**config.mk**
```make
export PLATFORM = sky130hd
export DESIGN_NAME = multdiv_ctrl
export DESIGN_NICKNAME = d
export VERILOG_FILES = /design/src/rtl/multdiv_ctrl_pkg.sv /design/src/rtl/multdiv_op_latch.sv /design/src/rtl/register_Nbit.sv /design/src/rtl/multdiv_ctrl.sv
export SDC_FILE = /design/constraint.sdc
export NUM_CORES = 1
export LEC_CHECK = 0
export CAP_MARGIN = 5
export CORE_UTILIZATION = 44
export DETAILED_ROUTE_END_ITERATION = 12
export HOLD_SLACK_MARGIN = 0.02
export PLACE_DENSITY = 0.85
export SLEW_MARGIN = 5
export SYNTH_ARGS = -nofsm -noshare
export SYNTH_HDL_FRONTEND = slang
export SYNTH_HIERARCHICAL = 1
export SYNTH_SLANG_ARGS = --single-unit
```
**constraint.sdc**
```tcl
create_clock -name clock -period 4.5 [get_ports clock]
set_input_delay 0.9 -clock clock [delete_from_list [all_inputs] [get_ports clock]]
set_output_delay 0.9 -clock clock [all_outputs]
set_load 0.05 [all_outputs]
```
**src/rtl/multdiv_ctrl_pkg.sv**
```systemverilog
// Shared definitions for the multiply/divide sequencer: state encoding,
// exception redirection constants and the ready-qualification threshold.
package multdiv_ctrl_pkg;

  typedef enum logic [1:0] {
    S_IDLE  = 2'd0,
    S_ISSUE = 2'd1,
    S_BUSY  = 2'd2,
    S_DONE  = 2'd3
  } state_t;

  localparam int RSTATUS_REG   = 30;
  localparam int MULT_EXC_CODE = 4;
  localparam int DIV_EXC_CODE  = 5;

  // The unit's ready flag is free-running and still reflects the previous op
  // for a couple of cycles after a start pulse.
  localparam int RDY_MIN_WAIT  = 2;

endpackage

```
**src/rtl/multdiv_op_latch.sv**
```systemverilog
// Holds the accepted operation (operands, destination, op kind) stable for
// the whole multi-cycle operation.
module multdiv_op_latch
  import multdiv_ctrl_pkg::*;
#(
  parameter int WIDTH = 32,
  parameter int REG_W = 5
) (
  input  logic             clock,
  input  logic             reset,
  input  logic             load,
  input  logic [WIDTH-1:0] in_opA,
  input  logic [WIDTH-1:0] in_opB,
  input  logic [REG_W-1:0] in_rd,
  input  logic             in_is_div,
  output logic [WIDTH-1:0] opA,
  output logic [WIDTH-1:0] opB,
  output logic [REG_W-1:0] rd,
  output logic             is_div
);

  localparam int N = 2 * WIDTH + REG_W + 1;

  logic [N-1:0] q_s;

  register_Nbit #(.N(N)) u_reg (
    .clock (clock),
    .reset (reset),
    .en    (load),
    .d     ({in_opA, in_opB, in_rd, in_is_div}),
    .q     (q_s)
  );

  assign {opA, opB, rd, is_div} = q_s;

endmodule

```
**src/rtl/register_Nbit.sv**
```systemverilog
// Generic N-bit register with load enable and synchronous clear.
module register_Nbit #(
  parameter int N = 8
) (
  input  logic         clock,
  input  logic         reset,
  input  logic         en,
  input  logic [N-1:0] d,
  output logic [N-1:0] q
);

  // storage with synchronous clear taking priority over load
  always_ff @(posedge clock) begin
    if (reset) begin
      q <= {N{1'b0}};
    end else if (en) begin
      q <= d;
    end
  end

endmodule

```
**src/rtl/multdiv_ctrl.sv**
```systemverilog
// Sequencer between execute and the multi-cycle multiply/divide unit: issues
// the start pulse, stalls the pipe, qualifies ready and hands off to writeback.
module multdiv_ctrl #(
  parameter int WIDTH         = 32,
  parameter int REG_W         = 5,
  parameter int RSTATUS_REG   = multdiv_ctrl_pkg::RSTATUS_REG,
  parameter int MULT_EXC_CODE = multdiv_ctrl_pkg::MULT_EXC_CODE,
  parameter int DIV_EXC_CODE  = multdiv_ctrl_pkg::DIV_EXC_CODE,
  parameter int TIMEOUT       = 40
) (
  input  logic             clock,
  input  logic             reset,
  input  logic             in_valid,
  input  logic             in_is_div,
  input  logic [WIDTH-1:0] in_opA,
  input  logic [WIDTH-1:0] in_opB,
  input  logic [REG_W-1:0] in_rd,
  input  logic             flush,
  output logic [WIDTH-1:0] md_operandA,
  output logic [WIDTH-1:0] md_operandB,
  output logic             md_ctrl_MULT,
  output logic             md_ctrl_DIV,
  input  logic [WIDTH-1:0] md_result,
  input  logic             md_exception,
  input  logic             md_resultRDY,
  output logic             stall,
  output logic             out_valid,
  output logic [REG_W-1:0] out_rd,
  output logic [WIDTH-1:0] out_result,
  output logic             out_exception
);

  import multdiv_ctrl_pkg::*;

  localparam int CNT_W = $clog2(TIMEOUT + 1);

  state_t           state_r;
  state_t           state_next_s;
  logic [CNT_W-1:0] wait_cnt_r;
  logic             accept_s;
  logic             capture_s;
  logic             capture_exc_s;
  logic             qual_rdy_s;
  logic             timeout_s;
  logic [REG_W-1:0] rd_s;
  logic             is_div_s;
  logic             md_ctrl_mult_r;
  logic             md_ctrl_div_r;
  logic [REG_W-1:0] out_rd_r;
  logic [WIDTH-1:0] out_result_r;
  logic             out_exception_r;

  multdiv_op_latch #(.WIDTH(WIDTH), .REG_W(REG_W)) u_op_latch (
    .clock     (clock),
    .reset     (reset),
    .load      (accept_s),
    .in_opA    (in_opA),
    .in_opB    (in_opB),
    .in_rd     (in_rd),
    .in_is_div (in_is_div),
    .opA       (md_operandA),
    .opB       (md_operandB),
    .rd        (rd_s),
    .is_div    (is_div_s)
  );

  assign qual_rdy_s = md_resultRDY && (wait_cnt_r >= CNT_W'(RDY_MIN_WAIT));
  assign timeout_s  = (wait_cnt_r == CNT_W'(TIMEOUT - 1));

  // state register
  always_ff @(posedge clock) begin
    if (reset) begin
      state_r <= S_IDLE;
    end else begin
      state_r <= state_next_s;
    end
  end

  // next state, stall and writeback strobe; flush outranks a qualified ready
  always_comb begin
    state_next_s  = state_r;
    accept_s      = 1'b0;
    capture_s     = 1'b0;
    capture_exc_s = 1'b0;
    stall         = 1'b0;
    out_valid     = 1'b0;
    case (state_r)
      S_IDLE: begin
        stall = in_valid;
        if (in_valid && !flush) begin
          accept_s     = 1'b1;
          state_next_s = S_ISSUE;
        end else begin
          state_next_s = S_IDLE;
        end
      end
      S_ISSUE: begin
        stall = !flush;
        if (flush) begin
          state_next_s = S_IDLE;
        end else begin
          state_next_s = S_BUSY;
        end
      end
      S_BUSY: begin
        stall = !flush;
        if (flush) begin
          state_next_s = S_IDLE;
        end else if (qual_rdy_s) begin
          capture_s     = 1'b1;
          capture_exc_s = md_exception;
          state_next_s  = S_DONE;
        end else if (timeout_s) begin
          capture_s     = 1'b1;
          capture_exc_s = 1'b1;
          state_next_s  = S_DONE;
        end else begin
          state_next_s = S_BUSY;
        end
      end
      S_DONE: begin
        out_valid    = !flush;
        state_next_s = S_IDLE;
      end
      default: begin
        state_next_s = S_IDLE;
      end
    endcase
  end

  // start pulses, wait counter and writeback capture
  always_ff @(posedge clock) begin
    if (reset) begin
      md_ctrl_mult_r  <= 1'b0;
      md_ctrl_div_r   <= 1'b0;
      wait_cnt_r      <= {CNT_W{1'b0}};
      out_rd_r        <= {REG_W{1'b0}};
      out_result_r    <= {WIDTH{1'b0}};
      out_exception_r <= 1'b0;
    end else begin
      md_ctrl_mult_r <= accept_s && !in_is_div;
      md_ctrl_div_r  <= accept_s && in_is_div;
      if (state_r == S_ISSUE) begin
        wait_cnt_r <= {CNT_W{1'b0}};
      end else if (state_r == S_BUSY) begin
        wait_cnt_r <= wait_cnt_r + CNT_W'(1);
      end
      if (capture_s) begin
        if (capture_exc_s) begin
          out_result_r    <= is_div_s ? WIDTH'(DIV_EXC_CODE) : WIDTH'(MULT_EXC_CODE);
          out_rd_r        <= REG_W'(RSTATUS_REG);
          out_exception_r <= 1'b1;
        end else begin
          out_result_r    <= md_result;
          out_rd_r        <= rd_s;
          out_exception_r <= 1'b0;
        end
      end
    end
  end

  assign md_ctrl_MULT  = md_ctrl_mult_r;
  assign md_ctrl_DIV   = md_ctrl_div_r;
  assign out_rd        = out_rd_r;
  assign out_result    = out_result_r;
  assign out_exception = out_exception_r;

endmodule

```
# == After elaboration in Yosys (flattened, before gate mapping) ==
# Cells that the tools add are included.
# totals
reg_bits,118
in_bits,108
output_inout_bits,106
elab_cells,44
# classes
add_sub_neg,1
magnitude_cmp,1
n_eq_ne,4
muxes,21
reduce_logical,9
# op_table
operator,n
$mux 32,1
$mux 1,15
$pmux 2 s4,1
$add 6x1->6 const B,1
$eq 6x6->1 const B,1
$ge 6x2->1 const B,1
$mux 5,1
$eq 2x2->1 const B,2
$logic_and 1x1->1,4
$mux 2,2
$reduce_or 2->1,2
$eq 2x1->1 const B,1
$logic_not 1->1,2
$logic_not 2->1,1
$pmux 1 s2,1

# == Longest topological paths before layout ==
# Gate-level depths: netlist (run 1).
# depth
depth_word,6
depth_mapped,10

# == Cells and area by module ==
# The synthesis (run 1) kept the hierarchy.
# modules_own_cells
mod,instances,cells_per_inst,area_per_inst_um2,seq_area_each_um2
register_Nbit,1,226,2512.4,1401.3
multdiv_ctrl,1,232,2040.7,960.9

# == Worst setup path before layout (run 1) ==
# No wires, ideal clock.
# synth_timing
path_type,input-to-output
start,input flush
end,output stall
t_arrival_ps,1809
required_time_ps,3600
slack_ps,1791
stages,2
path_cell_list,nand2b_1 -> a21oi_1
# synth_via
elab_chain_len,2
# synth_rtl
element,line,text
start: declaration,multdiv_ctrl.sv:18,"input logic flush,"
$logic_not 1->1,"multdiv_ctrl.sv:98, multdiv_ctrl.sv:106",
$pmux 1 s2,multdiv_ctrl.sv:87,case (state_r)
end: declaration,multdiv_ctrl.sv:26,"output logic stall,"
# No other way between the ends.

# == Final worst setup path (run 1) ==
# Ends and elaborated chain as after synthesis.

==> results.md, run 1 <==
* Top cell type's share of synthesized area at 0.519
* Final Util at 0.732
* Mapped Area at 4550 um2
* Final wirelength at 12.4 mm
* CTS root buf: clkbuf_8
* Placed cell count at 773
* Post-synthesis sequential area ratio at 0.519
* Cts repair resizes at 0
* Netlist cell types at 35
* Most frequent cell after synthesis: dfxtp_1
* Syn_nets at 573
* Async SR Flop Fraction at 0
* Final setup viols at 0
* Power share of the combinational group at 0.132
* Synth warn at 6
* CTS max path bufs at 2
* Total Power at 2.73 mW
* Mux share of post-synthesis cell area at 0.156
* Post-Syn Area per Cell at 9.94 um2
* # nets final at 774
* Gpl congestion at 0.827
* Post-synthesis simple-gate area fraction at 0.125
* Via count at 4039
* Seq cells post-synth at 118
* Number of fillers in the final layout at 739
* Rows at 36
* Port Buf Inserts at 213
* Final Cell Area at 7250 um2
* P_sw at 0.654 mW
* Largest net degree at the start of global routing at 81
* Total CTS buffers at 17
* CTS tree: yes
* Final worst slack at 990 ps
* Drt wl/cell at 15.4 um
* Io pins at 214
* Arrival time at the worst endpoint at 2610 ps
* Die area at 10800 um2
* Met3 wire length at 970 um
* WL met1 at 5.18 mm
* Fin crit share at 0.780
* Clk slew on worst S/H paths at 50 ps
* Die Wd at 104 um
* Post-DP HPWL at 8.46 mm
* Switching portion of total power at 0.240
* Synth Area in Compound Gates at 0.116
* Die Y at 104 um
* Synth Area in Adders at 0.0192
* Initial antenna violation count at 0
* Crit-path max FO at 6
* Initial Utilization at 0.459
* Final Non-Filler Cells at 805
* Worst rel slew slack at 0.182
* Worst slack at placement at 1010 ps
* Clock Sinks at 118
* DRT antenna net count at 0
* P_leak at 2.67 nW
* Max Cap Viol at 0
* Core box area at 9910 um2
* Pwr dens at 376 nW/um2
* Largest family of logic cells by synthesized area: multiplexers
* Run status: finished, final reports clean
* Total DRC errors in the routed layout at 0
* Cts hold-fix bufs at 0
* Seq pwr share at 0.402
* Primary FF master, synth: dfxtp_1
* RSZ-0062 raised after global routing: no
* Hold WS at 454 ps
* DR top layer: met4
* Post-Synth XOR/XNOR Area at 0.00769
* HP Class: register to register
* DR WL met2 at 6.06 mm
* Skew-Pair Late Insertion Delay at 500 ps
* Clock power frac at 0.467
* Final Critical Period at 3510 ps
* Worst setup EP type: primary output
* Synth area leaders: dfxtp_1, mux2i_1, nor2_1, o211ai_1, o21ai_0
* Post-CTS Setup Bufs at 0
* Crit path kind: input port to primary output
* Vias in the first global route at 4052
* Grt ovf at 0
* Worst endpoint required time at 3600 ps
* Endpoints failing hold at 0
* Drt pass-1 iters at 4
* Worst Clk Skew at 5.33 ps
* P_int at 2.07 mW
* Commonest cells in the netlist: dfxtp_1, nor2_1, mux2i_1, nand2_1, o211ai_1
* Vias/cell at 5.02
* Setup TNS at 0 ps
* Share of cells above drive strength 1 at 0.0610
* Post-synth top area cell: dfxtp_1
* Startpoint types: input port
* Area Overhead vs Synth at 59.2%
* Synthesized instance count at 458
* Total track usage at 0.235
* Detailed Route Iter0 Violations at 223
* Peak supply drop at 0.222 mV
* EDFF count, synth at 0
* Ant. Diodes at 0
* Cell Area, Placed at 6680 um2
* Worst-Margin Slew at 1220 ps
* Final Slew Violations at 0
* First-pass GRT wire length at 20.3 mm
* Max Fclk at 0.285 GHz
* H-Tree Depth at 4
layout make-up:
class | count | area, um2 | share of cell area
clock buffer | 23 | 467 | 0.0644
multi-input combinational | 299 | 1960 | 0.270
clock inverter | 9 | 100 | 0.0138
inverter | 5 | 18.8 | 0.00259
timing repair buffer | 218 | 2180 | 0.300
sequential | 118 | 2360 | 0.326
tap | 133 | 166 | 0.0230
cells in the final DEF (no fill, tap or decap), drive strengths merged:
cell type	instances
a211oi	4
inv	4
nand2b	3
a21oi	9
o211ai	31
a22o	1
nand2	34
xor2	3
nor2b	1
or3	1
nor4	4
bufinv	2
clkbuf	23
buf	6
nand3	1
o21ai	32
xnor2	1
nor2	84
mux2i	71
nand4	2
or2	2
o21a	5
clkdlybuf4s50	212
clkinvlp	2
nor3	1
and3	1
ha	7
dfxtp	118
o31ai	1
clkinv	6
flip-flops by register name, indices dropped and copies added, names as in the netlist:
name                flops
md_ctrl_MULT            1
out_result             32
state_r                 2
out_exception           1
wait_cnt_r              6
out_rd                  5
u_op_latch/u_reg/q     70
md_ctrl_DIV             1
worst paths after layout:
| kind | startpoint | endpoint | slack [ps] | cells past startpoint |
|---|---|---|---|---|
| worst max register to register | state_r[0] | out_result[12] | 1880 | 8 |
| worst min register to register | out_result[29] | out_result[29] | 450 | 2 |
| worst min-delay path | out_result[29] | out_result[29] | 450 | 2 |
| worst max-delay path | flush | stall | 990 | 4 |
layer usage:
metal / vias up / GRT usage
li1: 1978 / -
met1: 1869 / 0.278
met2: 175 / 0.399
met3: 17 / 0.0749
met4: 0 / 0.0888
met5: - / 0
power groups by stage:
stage / registers [mW] / logic (mW) / clock network [mW]
floorplan: 1.21 / 0.0975 / 0
global placement: 1.11 / 0.353 / 0
detailed placement: 1.12 / 0.358 / 0
CTS: 1.09 / 0.361 / 1.30
global route: 1.10 / 0.377 / 1.35
finish: 1.09 / 0.359 / 1.27
cell families after synthesis:
group                      count (synthesis)
AOI/OAI and AO/OA                         83
xor gates and xnor gates                   4
adders and majority gates                  7
buffers and inverters                     41
DFF                                      118
muxes                                     71
and+or+nand+nor                          134
critical path, stage by stage:
cell and delay, ps:
clkdlybuf4s50_1 540, nand2b_1 210, a21oi_1 130, clkdlybuf4s50_1 810
Power figures use the tool's default switching activity.
==> run 2: changes to the inputs <==
--- a/config.mk
+++ b/config.mk
@@ -6,10 +6,10 @@
 export NUM_CORES = 1
 export LEC_CHECK = 0
 export CAP_MARGIN = 5
-export CORE_UTILIZATION = 44
+export CORE_UTILIZATION = 41
 export DETAILED_ROUTE_END_ITERATION = 12
 export HOLD_SLACK_MARGIN = 0.02
-export PLACE_DENSITY = 0.85
+export PLACE_DENSITY = 0.8
 export SLEW_MARGIN = 5
 export SYNTH_ARGS = -nofsm -noshare
 export SYNTH_HDL_FRONTEND = slang
==> constraint.sdc (replaced) <==
create_clock -name clock -period 3.3 [get_ports clock]
set_input_delay 0.66 -clock clock [delete_from_list [all_inputs] [get_ports clock]]
set_output_delay 0.66 -clock clock [all_outputs]
set_load 0.05 [all_outputs]
==> run 2 against run 1 <==
  * Combinational power up 36%
  * Hold slack better by 1.4 ps
  * Sequential cell count unchanged
  * Critical path type unchanged
  * Count of clock-buffer cells in the layout down 6
  * Highest routed layer unchanged
  * Via count about the same
  * Worst setup slack worse by 520 ps
  * Wire length up 1.8%
  * Clock power up 41%
  * Critical path depth down 1
  * Sequential share of layout area down 0.24 points
  * Non-clock buffer count up 3
  * Final cell count up 1.2%
==> results.md, run 2 (synthesized netlist as in run 1, its figures left out) <==
* Startpoint types: input port (unchanged)
* Clock power frac at 0.475 (was 0.467)
* Cts hold-fix bufs at 0 (unchanged)
* Grt ovf at 0 (unchanged)
* P_sw at 0.980 mW (was 0.654 mW)
* Worst Clk Skew at 9.18 ps (was 5.33 ps)
* Post-DP HPWL at 8.75 mm (was 8.46 mm)
* Worst setup EP type: primary output (unchanged)
* Core box area at 10800 um2 (was 9910 um2)
* R2R depth at 7 (was 8)
* Seq pwr share at 0.395 (was 0.402)
* Final Cell Area at 7300 um2 (was 7250 um2)
* Vias in the first global route at 3950 (was 4052)
* Max stage delay on crit path at 820 ps (was 810 ps)
* Via count at 4037 (was 4039)
* Pwr dens at 516 nW/um2 (was 376 nW/um2)
* CTS tree: yes (unchanged)
* P_leak at 2.70 nW (was 2.67 nW)
* Skew-Pair Late Insertion Delay at 500 ps (about the same)
* Number of fillers in the final layout at 838 (was 739)
* Hold Path Sink: out_result[30] (was out_result[29])
* Total CTS buffers at 17 (unchanged)
* Final Critical Period at 2830 ps
* Most common cell after layout, fill and taps aside: clkdlybuf4s50_1 (unchanged)
* Flop-to-flop setup slack at 1110 ps (was 1880 ps)
* Clk slew on worst S/H paths at 60 ps (was 50 ps)
* RSZ-0062 raised after global routing: no (unchanged)
* Fin crit share at 0.857
* Critical Path Slowest Stage Cell: clkdlybuf4s50_1 (unchanged)
* Power share of the combinational group at 0.130 (was 0.132)
* Reg2Reg Capture Point: out_exception (was out_result[12])
* Initial antenna violation count at 0 (unchanged)
* Share of cells above drive strength 1 at 0.0711 (was 0.0610)
* DRT antenna net count at 0 (unchanged)
* Register area at 2360 um2 (unchanged)
* H-Tree Depth at 4 (unchanged)
* Clock Sinks at 118 (unchanged)
* Drt wl/cell at 15.5 um (was 15.4 um)
* Initial Utilization at 0.420 (was 0.459)
* Final Slew Violations at 0 (unchanged)
* Cell Area, Placed at 6700 um2 (was 6680 um2)
* Worst rel slew slack at 0.520 (was 0.182)
* HP Class: register to register (unchanged)
* Setup TNS at 0 ps (unchanged)
* Total DRC errors in the routed layout at 0 (unchanged)
* Worst min-delay path startpoint: out_result[30] (was out_result[29])
* Peak supply drop at 0.280 mV (was 0.222 mV)
* Arrival time at the worst endpoint at 2170 ps (was 2610 ps)
* Post-CTS Setup Bufs at 0 (unchanged)
* Rows at 38 (was 36)
* Crit path kind: input port to primary output (unchanged)
* # nets final at 777 (was 774)
* Hold Path Depth at 2 (unchanged)
* Detailed Route Iter0 Violations at 186 (was 223)
* First-pass GRT wire length at 19.8 mm (was 20.3 mm)
* Most frequent cells in the layout: clkdlybuf4s50_1, dfxtp_1, nor2_1 (unchanged)
* CTS max path bufs at 2 (unchanged)
* CTS root buf: clkbuf_8 (unchanged)
* P_int at 2.79 mW (was 2.07 mW)
* CP cell instances: clkdlybuf4s50_1, nor2b_1, clkdlybuf4s50_1 (was clkdlybuf4s50_1, nand2b_1, a21oi_1, clkdlybuf4s50_1)
* Crit-path most repeated cell: clkdlybuf4s50_1 (unchanged)
* Endpoints failing hold at 0 (unchanged)
* Area Overhead vs Synth at 60.4% (was 59.2%)
* Largest reg by FF count: u_op_latch/u_reg/q (unchanged)
* Gpl congestion at 0.764 (was 0.827)
* Total track usage at 0.221 (was 0.235)
* Number of flip-flops in the largest register at 70 (unchanged)
* Crit-path max FO at 6 (unchanged)
* Io pins at 214 (unchanged)
* Die Wd at 107 um (was 104 um)
* Area occupied by multi-input gates at 1960 um2 (unchanged)
* Max Fclk at 0.354 GHz
* Port Buf Inserts at 213 (unchanged)
* Final setup viols at 0 (unchanged)
* Vias/cell at 4.95 (was 5.02)
* Ant. Diodes at 0 (unchanged)
* Hold WS at 455 ps (was 454 ps)
* Run status: finished, final reports clean (unchanged)
* Worst-Margin Slew at 720 ps (was 1220 ps)
* Die Y at 107 um (was 104 um)
* Drt pass-1 iters at 6 (was 4)
* Switching portion of total power at 0.260 (was 0.240)
* Worst endpoint required time at 2640 ps (was 3600 ps)
* Largest net degree at the start of global routing at 57 (was 81)
* Max Cap Viol at 0 (unchanged)
* Worst r2r src: state_r[0] (unchanged)
* Final wirelength at 12.6 mm (was 12.4 mm)
* Die area at 11500 um2 (was 10800 um2)
* Cts repair resizes at 0 (unchanged)
-- run 2: through the flow --
step                      setup WS, ps  utilization  cells  power (mW)
after floorplan                   1070            -    458        1.79
after CTS                          464        0.672    814        3.81
after detailed placement           460        0.618    782        2.01
after global placement             507        0.618    782        2.00
after global routing               402        0.674    815        3.91
final                              473        0.674    815        3.77
-- run 2: power groups by stage --
stage,Clock (mW),Combinational (mW),Sequential (mW)
2_1_floorplan,0,0.133,1.66
3_3_place_gp,0,0.481,1.52
3_5_place_dp,0,0.489,1.52
4_1_cts,1.82,0.492,1.49
5_1_grt,1.90,0.514,1.49
6_report,1.79,0.489,1.49
-- run 2: critical path: cells and delay by family --
kind	cells	cell delay (ps)
buf+inv	2	1350
simple gates	1	160
-- run 2: per-layer routing --
metal / global-route usage / routed length, um
met1: 0.253 / 5120
met2: 0.378 / 6150
met3: 0.0841 / 1160
met4: 0.0734 / 193
met5: 0 / 0
-- run 2: worst max path at each step --
stage	depth (start not counted)	slack (ps)	start	endpoint
3_3_place_gp	3	510	flush	out_valid
6_report	3	470	flush	out_valid
4_1_cts	3	460	flush	out_valid
5_1_grt	3	400	flush	out_valid
3_5_place_dp	3	460	flush	out_valid
2_1_floorplan	2	1070	flush	stall
-- run 2: area by class of cell --
type | instances | share of cell area
well taps | 140 | 0.0240
clock inverters | 15 | 0.0233
repair buffers | 221 | 0.302
clock buffers | 17 | 0.0567
inverters | 5 | 0.00257
multi-input cells | 299 | 0.268
flip-flops and latches | 118 | 0.323
==> run 3: changes to the inputs <==
--- a/config.mk
+++ b/config.mk
@@ -6,6 +6,7 @@
 export NUM_CORES = 1
 export LEC_CHECK = 0
 export CAP_MARGIN = 5
+export CORE_MARGIN = 1
 export CORE_UTILIZATION = 41
 export DETAILED_ROUTE_END_ITERATION = 12
 export HOLD_SLACK_MARGIN = 0.02
==> results of run 3 <==
Same layout as run 2: the final DEF is identical, and so are final timing and power.
